File: config.mk
export PLATFORM = sky130hd
export DESIGN_NAME = counter_ctrl_flat
export DESIGN_NICKNAME = d
export VERILOG_FILES = /design/src/rtl/counter_pkg.sv /design/src/rtl/counter_if.sv /design/src/rtl/count_core.sv /design/src/rtl/counter_ctrl.sv /design/src/flat_wrapper.sv
export SDC_FILE = /design/constraint.sdc
export NUM_CORES = 1
export LEC_CHECK = 0
export ABC_AREA = 1
export ABC_CLOCK_PERIOD_IN_PS = 1850
export CAP_MARGIN = 25
export CORE_MARGIN = 1
export CORE_UTILIZATION = 50
export DETAILED_ROUTE_END_ITERATION = 10
export PLACE_DENSITY = 0.77
export REMOVE_ABC_BUFFERS = 1
export SLEW_MARGIN = 20
export SYNTH_ARGS = -nofsm -noshare
export SYNTH_HDL_FRONTEND = slang
export SYNTH_HIERARCHICAL = 1
export SYNTH_SLANG_ARGS = --single-unit
File: constraint.sdc
create_clock -name clk -period 1.85 [get_ports clk]
set_input_delay 0.37 -clock clk [delete_from_list [all_inputs] [get_ports clk]]
set_output_delay 0.37 -clock clk [all_outputs]
set_load 0.01 [all_outputs]
File: src/rtl/counter_pkg.sv
// Shared definitions for the counter sequencing controller: state encoding,
// count direction and run-mode constants.
package counter_pkg;

  localparam logic [1:0] IDLE   = 2'd0;
  localparam logic [1:0] RUN    = 2'd1;
  localparam logic [1:0] PAUSED = 2'd2;
  localparam logic [1:0] DONE   = 2'd3;

  typedef enum logic [1:0] {
    S_IDLE   = IDLE,
    S_RUN    = RUN,
    S_PAUSED = PAUSED,
    S_DONE   = DONE
  } state_t;

  localparam logic DIR_UP   = 1'b0;
  localparam logic DIR_DOWN = 1'b1;

  localparam logic MODE_ONESHOT  = 1'b0;
  localparam logic MODE_PERIODIC = 1'b1;

endpackage

File: src/rtl/counter_if.sv
// Command and status bundle between a software-style controller (master)
// and the counter sequencing block (slave).
interface counter_if #(
  parameter int WIDTH = 4
) ();

  logic             start;
  logic             pause;
  logic             clear;
  logic [WIDTH-1:0] limit;
  logic             dir;
  logic             periodic;
  logic [WIDTH-1:0] count;
  logic             busy;
  logic             done;
  logic             wrap;

  modport master (
    output start, pause, clear, limit, dir, periodic,
    input  count, busy, done, wrap
  );

  modport slave (
    input  start, pause, clear, limit, dir, periodic,
    output count, busy, done, wrap
  );

endinterface

File: src/rtl/count_core.sv
// Bare WIDTH-bit up/down counter register; all sequencing decisions live in
// counter_ctrl, this block only loads or steps when told to.
module count_core
  import counter_pkg::*;
#(
  parameter int WIDTH = 4
) (
  input  logic             clk,
  input  logic             reset,
  input  logic             load,
  input  logic [WIDTH-1:0] load_val,
  input  logic             en,
  input  logic             dir,
  output logic [WIDTH-1:0] count
);

  // Load has priority over stepping so a reload never also counts.
  always_ff @(posedge clk) begin
    if (reset) begin
      count <= '0;
    end else if (load) begin
      count <= load_val;
    end else if (en) begin
      count <= (dir == DIR_DOWN) ? count - 1'b1 : count + 1'b1;
    end
  end

endmodule

File: src/rtl/counter_ctrl.sv
// Sequencing controller: start/pause/clear FSM, latched run parameters,
// terminal compare and registered busy/done/wrap status around count_core.
module counter_ctrl
  import counter_pkg::*;
#(
  parameter int WIDTH = 4
) (
  input  logic     clk,
  input  logic     reset,
  counter_if.slave bus
);

  state_t           state;
  state_t           next_state;
  logic [WIDTH-1:0] limit_q;
  logic             dir_q;
  logic             periodic_q;

  logic             load;
  logic             en;
  logic             latch;
  logic             done_next;
  logic             wrap_next;
  logic [WIDTH-1:0] load_val;
  logic [WIDTH-1:0] fresh_start;
  logic [WIDTH-1:0] reload_val;
  logic [WIDTH-1:0] terminal;

  // A fresh start uses the live inputs; reloads and terminal checks use only
  // the values latched at that start.
  assign fresh_start = (bus.dir == DIR_DOWN) ? bus.limit : '0;
  assign reload_val  = (dir_q == DIR_DOWN) ? limit_q : '0;
  assign terminal    = (dir_q == DIR_DOWN) ? '0 : limit_q;

  always_comb begin
    next_state = state;
    load       = 1'b0;
    load_val   = reload_val;
    en         = 1'b0;
    latch      = 1'b0;
    done_next  = 1'b0;
    wrap_next  = 1'b0;
    if (bus.clear) begin
      next_state = S_IDLE;
      load       = 1'b1;
      load_val   = '0;
    end else begin
      case (state)
        S_IDLE, S_DONE: begin
          if (bus.start) begin
            next_state = S_RUN;
            load       = 1'b1;
            load_val   = fresh_start;
            latch      = 1'b1;
          end
        end
        S_RUN: begin
          // Pause outranks the terminal action; it fires after resuming.
          if (bus.pause) begin
            next_state = S_PAUSED;
          end else if (bus.count == terminal) begin
            if (periodic_q == MODE_PERIODIC) begin
              load      = 1'b1;
              wrap_next = 1'b1;
            end else begin
              next_state = S_DONE;
              done_next  = 1'b1;
            end
          end else begin
            en = 1'b1;
          end
        end
        S_PAUSED: begin
          if (bus.start) begin
            next_state = S_RUN;
          end
        end
        default: next_state = S_IDLE;
      endcase
    end
  end

  always_ff @(posedge clk) begin
    if (reset) begin
      state      <= S_IDLE;
      limit_q    <= '0;
      dir_q      <= DIR_UP;
      periodic_q <= MODE_ONESHOT;
      bus.busy   <= 1'b0;
      bus.done   <= 1'b0;
      bus.wrap   <= 1'b0;
    end else begin
      state <= next_state;
      if (latch) begin
        limit_q    <= bus.limit;
        dir_q      <= bus.dir;
        periodic_q <= bus.periodic;
      end
      bus.busy <= (next_state == S_RUN) || (next_state == S_PAUSED);
      bus.done <= done_next;
      bus.wrap <= wrap_next;
    end
  end

  count_core #(
    .WIDTH(WIDTH)
  ) u_core (
    .clk      (clk),
    .reset    (reset),
    .load     (load),
    .load_val (load_val),
    .en       (en),
    .dir      (dir_q),
    .count    (bus.count)
  );

endmodule

File: src/flat_wrapper.sv
// flat-port wrapper written by rule: the top's interface ports become plain ports
module counter_ctrl_flat import counter_pkg::*;
#(
  parameter int WIDTH = 4
)
  (clk, reset, bus_start, bus_pause, bus_clear, bus_limit, bus_dir, bus_periodic, bus_count, bus_busy, bus_done, bus_wrap);
  counter_if #(.WIDTH(WIDTH)) bus_i ();
  input  logic clk;
  input  logic reset;
  input wire logic [$bits(bus_i.start)-1:0] bus_start;
  input wire logic [$bits(bus_i.pause)-1:0] bus_pause;
  input wire logic [$bits(bus_i.clear)-1:0] bus_clear;
  input wire logic [$bits(bus_i.limit)-1:0] bus_limit;
  input wire logic [$bits(bus_i.dir)-1:0] bus_dir;
  input wire logic [$bits(bus_i.periodic)-1:0] bus_periodic;
  output wire logic [$bits(bus_i.count)-1:0] bus_count;
  output wire logic [$bits(bus_i.busy)-1:0] bus_busy;
  output wire logic [$bits(bus_i.done)-1:0] bus_done;
  output wire logic [$bits(bus_i.wrap)-1:0] bus_wrap;
  assign bus_i.start = bus_start;
  assign bus_i.pause = bus_pause;
  assign bus_i.clear = bus_clear;
  assign bus_i.limit = bus_limit;
  assign bus_i.dir = bus_dir;
  assign bus_i.periodic = bus_periodic;
  assign bus_count = bus_i.count;
  assign bus_busy = bus_i.busy;
  assign bus_done = bus_i.done;
  assign bus_wrap = bus_i.wrap;
  counter_ctrl #(.WIDTH(WIDTH)) u_core (.clk(clk), .reset(reset), .bus(bus_i));
endmodule
==> metrics.cfg, run 1 <==
[run_status]
status=finished, final reports clean

[worst_setup_path]
crit_fanout=10
crit_chain=inv_4 -> nand2_1 -> nand2_1 -> nand2_1 -> nor2_2 -> and2_1 -> nand4_1 -> nand2_1 -> nand2_1 -> nand2_2 -> nor2_1 -> nand3_1 -> a21oi_2
reg2reg_from=u_core/dir_q
r2r_setup_slack_ps=130
cp.arrival_ps=1950
cp-end-kind=register
cp_slowest_cell=dfxtp_1
critPathTopFamily=simple AND/OR/NAND/NOR gates
critPathMaxStageDelay_ps=390
timing.critical_path.buf_inv=1
startpoint_type=register
rr_endpoint=u_core/u_core/count[3]
path_common_cell=nand2_1
reg2reg_depth=13
critPathRequiredTime_ps=2070
path_class=register to register

[run]
maxCapViolations=0

[layout]
seq_area_um2=300
instances_no_fill=207
multiInputGateArea_um2=589
diodes=0
fillers=155
flow.area_growth_from_synthesis_pct=29.0
drive_gt1_frac=0.110
fin_nets=200
final_area_mm2=0.00126
post-route-util=0.708

[clocking]
cts.path.max_buffers=2
numCtsBuffers=3
cts.root.buffer_cell=clkbuf_4
h-tree-depth=1
cts.sinks=15
clock_latency_ps=280
clkTransAtPathRegs_ps=90
cts_tree=yes

[synthesis]
synthFlopType=dfxtp_1
netlist_instances=155
synthesis.area_um2=978
synth_seq_cells=15
ys_seq_area_frac=0.307
syn_avg_cell_area_um2=6.31
synth_enable_flop_cells=0
synth-async-reset-ratio=0
yosysWarnings=6
synth_cell_types=24

[floorplan]
die_h_um=46.2
die-area_mm2=0.00214
initial_utilization=0.549
die_w_um=46.2
placementRows=15
ioPinCount=18
core_mm2=0.00178

[placement]
hpwl_mm=1.72
place_ws_ps=37.9
place_inst=203
io_buffers=17
place.gp.congestion=0.871
placed_area_mm2=0.00123

[sta]
fin_crit_sh=0.931
slew_headroom=0.813
skew_ps=1.85
hold_viol=0
setup_tns_ps=0
finalSetupViolCount=0
fin_ws_ps=128
whs_ps=499
slew_violations=0
tightest_slew_ps=280
min_period_ps=1720
max_freq_mhz=581

[grt]
grt_overflow_total=0
grt_pass1_vias=853
antenna_found_initial=0
grt_usage=0.233
grt_max_degree=11
grt_pass1_wl_mm=3.53

[power_and_ir_drop]
leakage_nw=0.562
ir_worst_vdd_v=0.000499
power_mw=0.718
power_density_mw_per_mm2=569

[detailed_routing]
ant_nets=0
via_per_inst=5.00
drt-pass1-iter-count=4
drc=0
vias=1035
routed_wl_mm=2.14
drt_first_iter_violations=21
wl_per_cell_um=10.3

[hold_path]
hold_depth=2
min_from=u_core/periodic_q
hold_path.class=register to register
min_to=u_core/bus.wrap

==> registers in the layout (all words and copies together), names as in the netlist <==
signal / count
u_core/bus.wrap: 1
u_core/bus.busy: 1
u_core/u_core/count: 4
u_core/bus.done: 1
u_core/limit_q: 4
u_core/dir_q: 1
u_core/periodic_q: 1
u_core/state: 2
==> synth_stat cells, types with 2 or more instances <==
cell / count / area share
nand4_1: 2 / 0.013
o21ai_1: 2 / 0.010
a21oi_1: 11 / 0.056
nand3_1: 9 / 0.046
nand3b_1: 3 / 0.023
inv_1: 22 / 0.084
ha_1: 5 / 0.064
dfxtp_1: 15 / 0.31
nand2_1: 49 / 0.19
a31oi_1: 2 / 0.013
nor2_1: 17 / 0.065
nor2_2: 3 / 0.019
o21ai_0: 4 / 0.020
==> cells in the final DEF (no fill, tap or decap), drive strengths merged <==
cell type	count
nand2	50
inv	24
nor2	21
clkdlybuf4s50	17
dfxtp	15
a21oi	12
nand3	9
buf	7
o21ai	6
ha	5
clkbuf	4
nand3b	3
nand4	2
a31oi	2
and2	1
or2	1
a22oi	1
xnor2	1
fa	1
==> worst min-delay path: stages, from the launching register on <==
cell and delay [ps]:
dfxtp_1 340, nand3_1 90, nor2_1 40
==> final cells by class <==
type | instances | share of cell area
multi-input cells | 115 | 0.467
flip-flops and latches | 15 | 0.238
repair buffers | 24 | 0.176
inverters | 24 | 0.0733
well taps | 25 | 0.0248
clock buffers | 4 | 0.0208
==> layer usage <==
layer | share of wire | vias up | track usage
met3 | 0.064 | 4 | 0.0353
li1 | - | 542 | -
met1 | 0.45 | 453 | 0.326
met2 | 0.47 | 36 | 0.355
met5 | 0 | - | 0
met4 | 0.013 | 0 | 0.0941
==> where the power goes <==
group / total (mW) / internal, mW / switching [mW]
clock network: 0.189 / 0.0836 / 0.105
logic: 0.177 / 0.0791 / 0.0981
registers: 0.352 / 0.338 / 0.0141
==> worst max path at each step <==
stage / cells past startpoint / end / startpoint
floorplan: 12 / u_core/u_core/count[3] / u_core/dir_q
CTS: 13 / u_core/u_core/count[3] / u_core/dir_q
global route: 15 / u_core/u_core/count[0] / u_core/dir_q
global placement: 11 / u_core/u_core/count[1] / bus_pause
finish: 13 / u_core/u_core/count[3] / u_core/dir_q
detailed placement: 9 / u_core/u_core/count[3] / bus_pause
==> cells by family after synthesis <==
| family | Yosys count | synth area share |
|---|---|---|
| compound gates | 21 | 0.116 |
| xor+xnor | 1 | 0.00895 |
| flops | 15 | 0.307 |
| simple gates | 87 | 0.385 |
| fa+ha+maj | 6 | 0.0844 |
| buf+inv | 25 | 0.0985 |
==> what timing repair did <==
item / 4_1_cts / 5_1_grt
endpoints found under the setup margin: 0 / 4
buffers inserted: 0 / 0
resized for setup: 0 / 2
hold buffers: 0 / 0
Note: power is estimated with default switching activity, not from simulation.
==> run 2, diff against run 1 <==
--- a/config.mk
+++ b/config.mk
@@ -13,7 +13,6 @@
 export DETAILED_ROUTE_END_ITERATION = 10
 export PLACE_DENSITY = 0.77
 export REMOVE_ABC_BUFFERS = 1
-export SLEW_MARGIN = 20
 export SYNTH_ARGS = -nofsm -noshare
 export SYNTH_HDL_FRONTEND = slang
 export SYNTH_HIERARCHICAL = 1
==> results of run 2 <==
The final DEF is identical to that of run 1; final timing and power are the same.
==> run 3, diff against run 2 <==
--- a/config.mk
+++ b/config.mk
@@ -11,6 +11,7 @@
 export CORE_MARGIN = 1
 export CORE_UTILIZATION = 50
 export DETAILED_ROUTE_END_ITERATION = 10
+export GPL_ROUTABILITY_DRIVEN = 0
 export PLACE_DENSITY = 0.77
 export REMOVE_ABC_BUFFERS = 1
 export SYNTH_ARGS = -nofsm -noshare
==> results of run 3 <==
The final DEF is identical to that of run 1; final timing and power are the same.
==> patch (flow settings as in run 1) <==
Make the reset (`reset`) asynchronous in 2 clocked blocks.
--- a/src/rtl/count_core.sv
+++ b/src/rtl/count_core.sv
@@ -15,7 +15,7 @@
 );
 
   // Load has priority over stepping so a reload never also counts.
-  always_ff @(posedge clk) begin
+  always_ff @(posedge clk or posedge reset) begin
     if (reset) begin
       count <= '0;
     end else if (load) begin
--- a/src/rtl/counter_ctrl.sv
+++ b/src/rtl/counter_ctrl.sv
@@ -80,7 +80,7 @@
     end
   end
 
-  always_ff @(posedge clk) begin
+  always_ff @(posedge clk or posedge reset) begin
     if (reset) begin
       state      <= S_IDLE;
       limit_q    <= '0;
Behaviour: differs if reset is asserted again (counterexample within 4 cycles, from zero or initial values and one cycle with reset high); with reset held inactive, the same outputs for 10 cycles.
==> patch against run 1 <==
Critical path depth unchanged; setup slack got worse by 0.088 ns; first-iteration DRC count up 19%; synthesized area grew 4.1%; cell area increased by 4.5%; routed wire length rose by 10%; final cell count decreased by 11%; sequential cell count is the same; non-clock buffer count increased by 2; critical path type unchanged; highest routed layer unchanged.
Power is not compared: it rests on default switching activity, and its combinational part moved more than twofold at a synthesized area within 25%.
==> patch: results <==
{
  "reg.largest.list": "u_core/limit_q x4, u_core/u_core/count x4, u_core/state x2",
  "drt_first_pass_iters": 4,
  "clk_latency_ns": 0.28,
  "yosysSeqAreaShare": 0.369,
  "grt_util_all_layers": 0.237,
  "rrSetupSlack_ns": 0.04,
  "maxCapViolCount": 0,
  "place_ws_ns": 0.0567,
  "clkSlewWorstSetupHoldPaths_ns": 0.09,
  "grt_max_degree": 12,
  "initialDrtViolationCount": 25,
  "ant_nets": 0,
  "min_path_type": "in -> async",
  "criticalPathCategory": "reg -> reg",
  "cts_buffer_depth": 2,
  "synth_area_leaders": "dfrtp_1 37%, nand2_1 14%, inv_1 7.0%",
  "gp_congestion": 0.911,
  "relSlewSlack": 0.709,
  "syn_avg_cell_area_um2": 7.77,
  "cts_tree": "yes",
  "port-buffer-count": 17,
  "dp_hpwl_mm": 1.75,
  "r2r_start": "u_core/dir_q",
  "fillers": 159,
  "dp.cells": 178,
  "final_layout_size_suffix_gt1_frac": 0.200,
  "irDropWorstVdd_mv": 0.605,
  "ctsRootBufferMaster": "clkbuf_4",
  "antenna_found_initial": 0,
  "finalMaxSlewViolations": 0,
  "final_cell_count_no_fill": 185,
  "yosys_warnings": 6,
  "seq_area_um2": 375,
  "drt_wl_total_mm": 2.35,
  "cp.arrival_ns": 1.98,
  "viasPerCell": 5.17,
  "r2r_cells": 13,
  "path_max_fanout": 8,
  "skew_ns": 0.00885,
  "status": "completed",
  "synthTopCellsByCount": "37 x nand2_1, 19 x inv_1, 15 x dfrtp_1",
  "rr_endpoint": "u_core/u_core/count[0]",
  "htree_levels": 1,
  "ys.flop_type": "dfrtp_1",
  "grt_pass1_vias": 859,
  "numCtsBuffers": 3,
  "diodes": 0,
  "overflow": 0,
  "leakagePower_nw": 0.661,
  "whs_ns": 0.309,
  "grt_pass1_wl_mm": 3.62,
  "synth_async_sr_flop_share": 1.00,
  "yosys.cell_types.count": 23
}
## patch: cell types whose count changed after synthesis, sizes merged, moves of 3 or more
cell   change
dfrtp     +15
dfxtp     -15
nand2     -10
nor2       -7
a21oi      -6
inv        -4
mux2       +4
o21ai      -3
## patch: critical path, cell delays in order, from the launching register on
cell,delay [ns]
dfrtp_1,0.39
inv_2,0.12
buf_4,0.12
nand3b_1,0.07
nand2_1,0.07
nor2_2,0.05
and2_4,0.15
nand4_1,0.08
nand2_1,0.08
nand2_2,0.09
nand2_4,0.08
buf_4,0.15
a22oi_2,0.16
o21ai_1,0.09
## patch: how the worst max path moves through the flow
| stage | slack, ns | end |
|---|---|---|
| after floorplan | 0.12 | u_core/u_core/count[3] |
| after global placement | 0.14 | u_core/u_core/count[2] |
| after detailed placement | 0.06 | u_core/u_core/count[0] |
| after CTS | 0.04 | u_core/u_core/count[0] |
| after global routing | -0.05 | u_core/u_core/count[0] |
| final | 0.04 | u_core/u_core/count[0] |
## patch: kinds of logic (layout without fill, tap and decap cells)
| group | Yosys count | in the layout | share of synthesized area |
|---|---|---|---|
| xor+xnor | 1 | 1 | 0.00860 |
| buf+inv | 21 | 50 | 0.106 |
| flops | 15 | 15 | 0.369 |
| mux | 4 | 4 | 0.0442 |
| fa+ha+maj | 6 | 6 | 0.0811 |
| compound gates | 13 | 13 | 0.0737 |
| simple gates | 71 | 71 | 0.318 |
## patch: what timing repair did
item                       CTS  global route
hold buffers                 0             0
setup buffers                0             3
resized for setup            0            10
setup endpoints to repair    0             4
## patch: per-layer routing
layer  up-vias  global-route usage  share of wire
met2        27               0.422           0.53
met3         4              0.0346          0.043
met1       452               0.297           0.42
met5         -                   0              0
li1        474                   -              -
met4         0              0.0686         0.0098
## patch: stage by stage
stage,area [um2],utilization
finish,1320,0.724
global route,1320,0.724
CTS,1260,0.691
detailed placement,1230,0.677
global placement,1230,0.677
floorplan,986,-
## patch: power breakdown
part	total [mW]	switching (mW)	internal (mW)
logic	0.578	0.306	0.272
clock network	0.182	0.0982	0.0835
registers	0.457	0.0641	0.393
## patch: area by class of cell
| type | count | area share |
|---|---|---|
| clock buffers | 4 | 0.0199 |
| inverters | 20 | 0.0569 |
| multi-input cells | 95 | 0.435 |
| flip-flops and latches | 15 | 0.285 |
| well taps | 25 | 0.0237 |
| repair buffers | 26 | 0.180 |
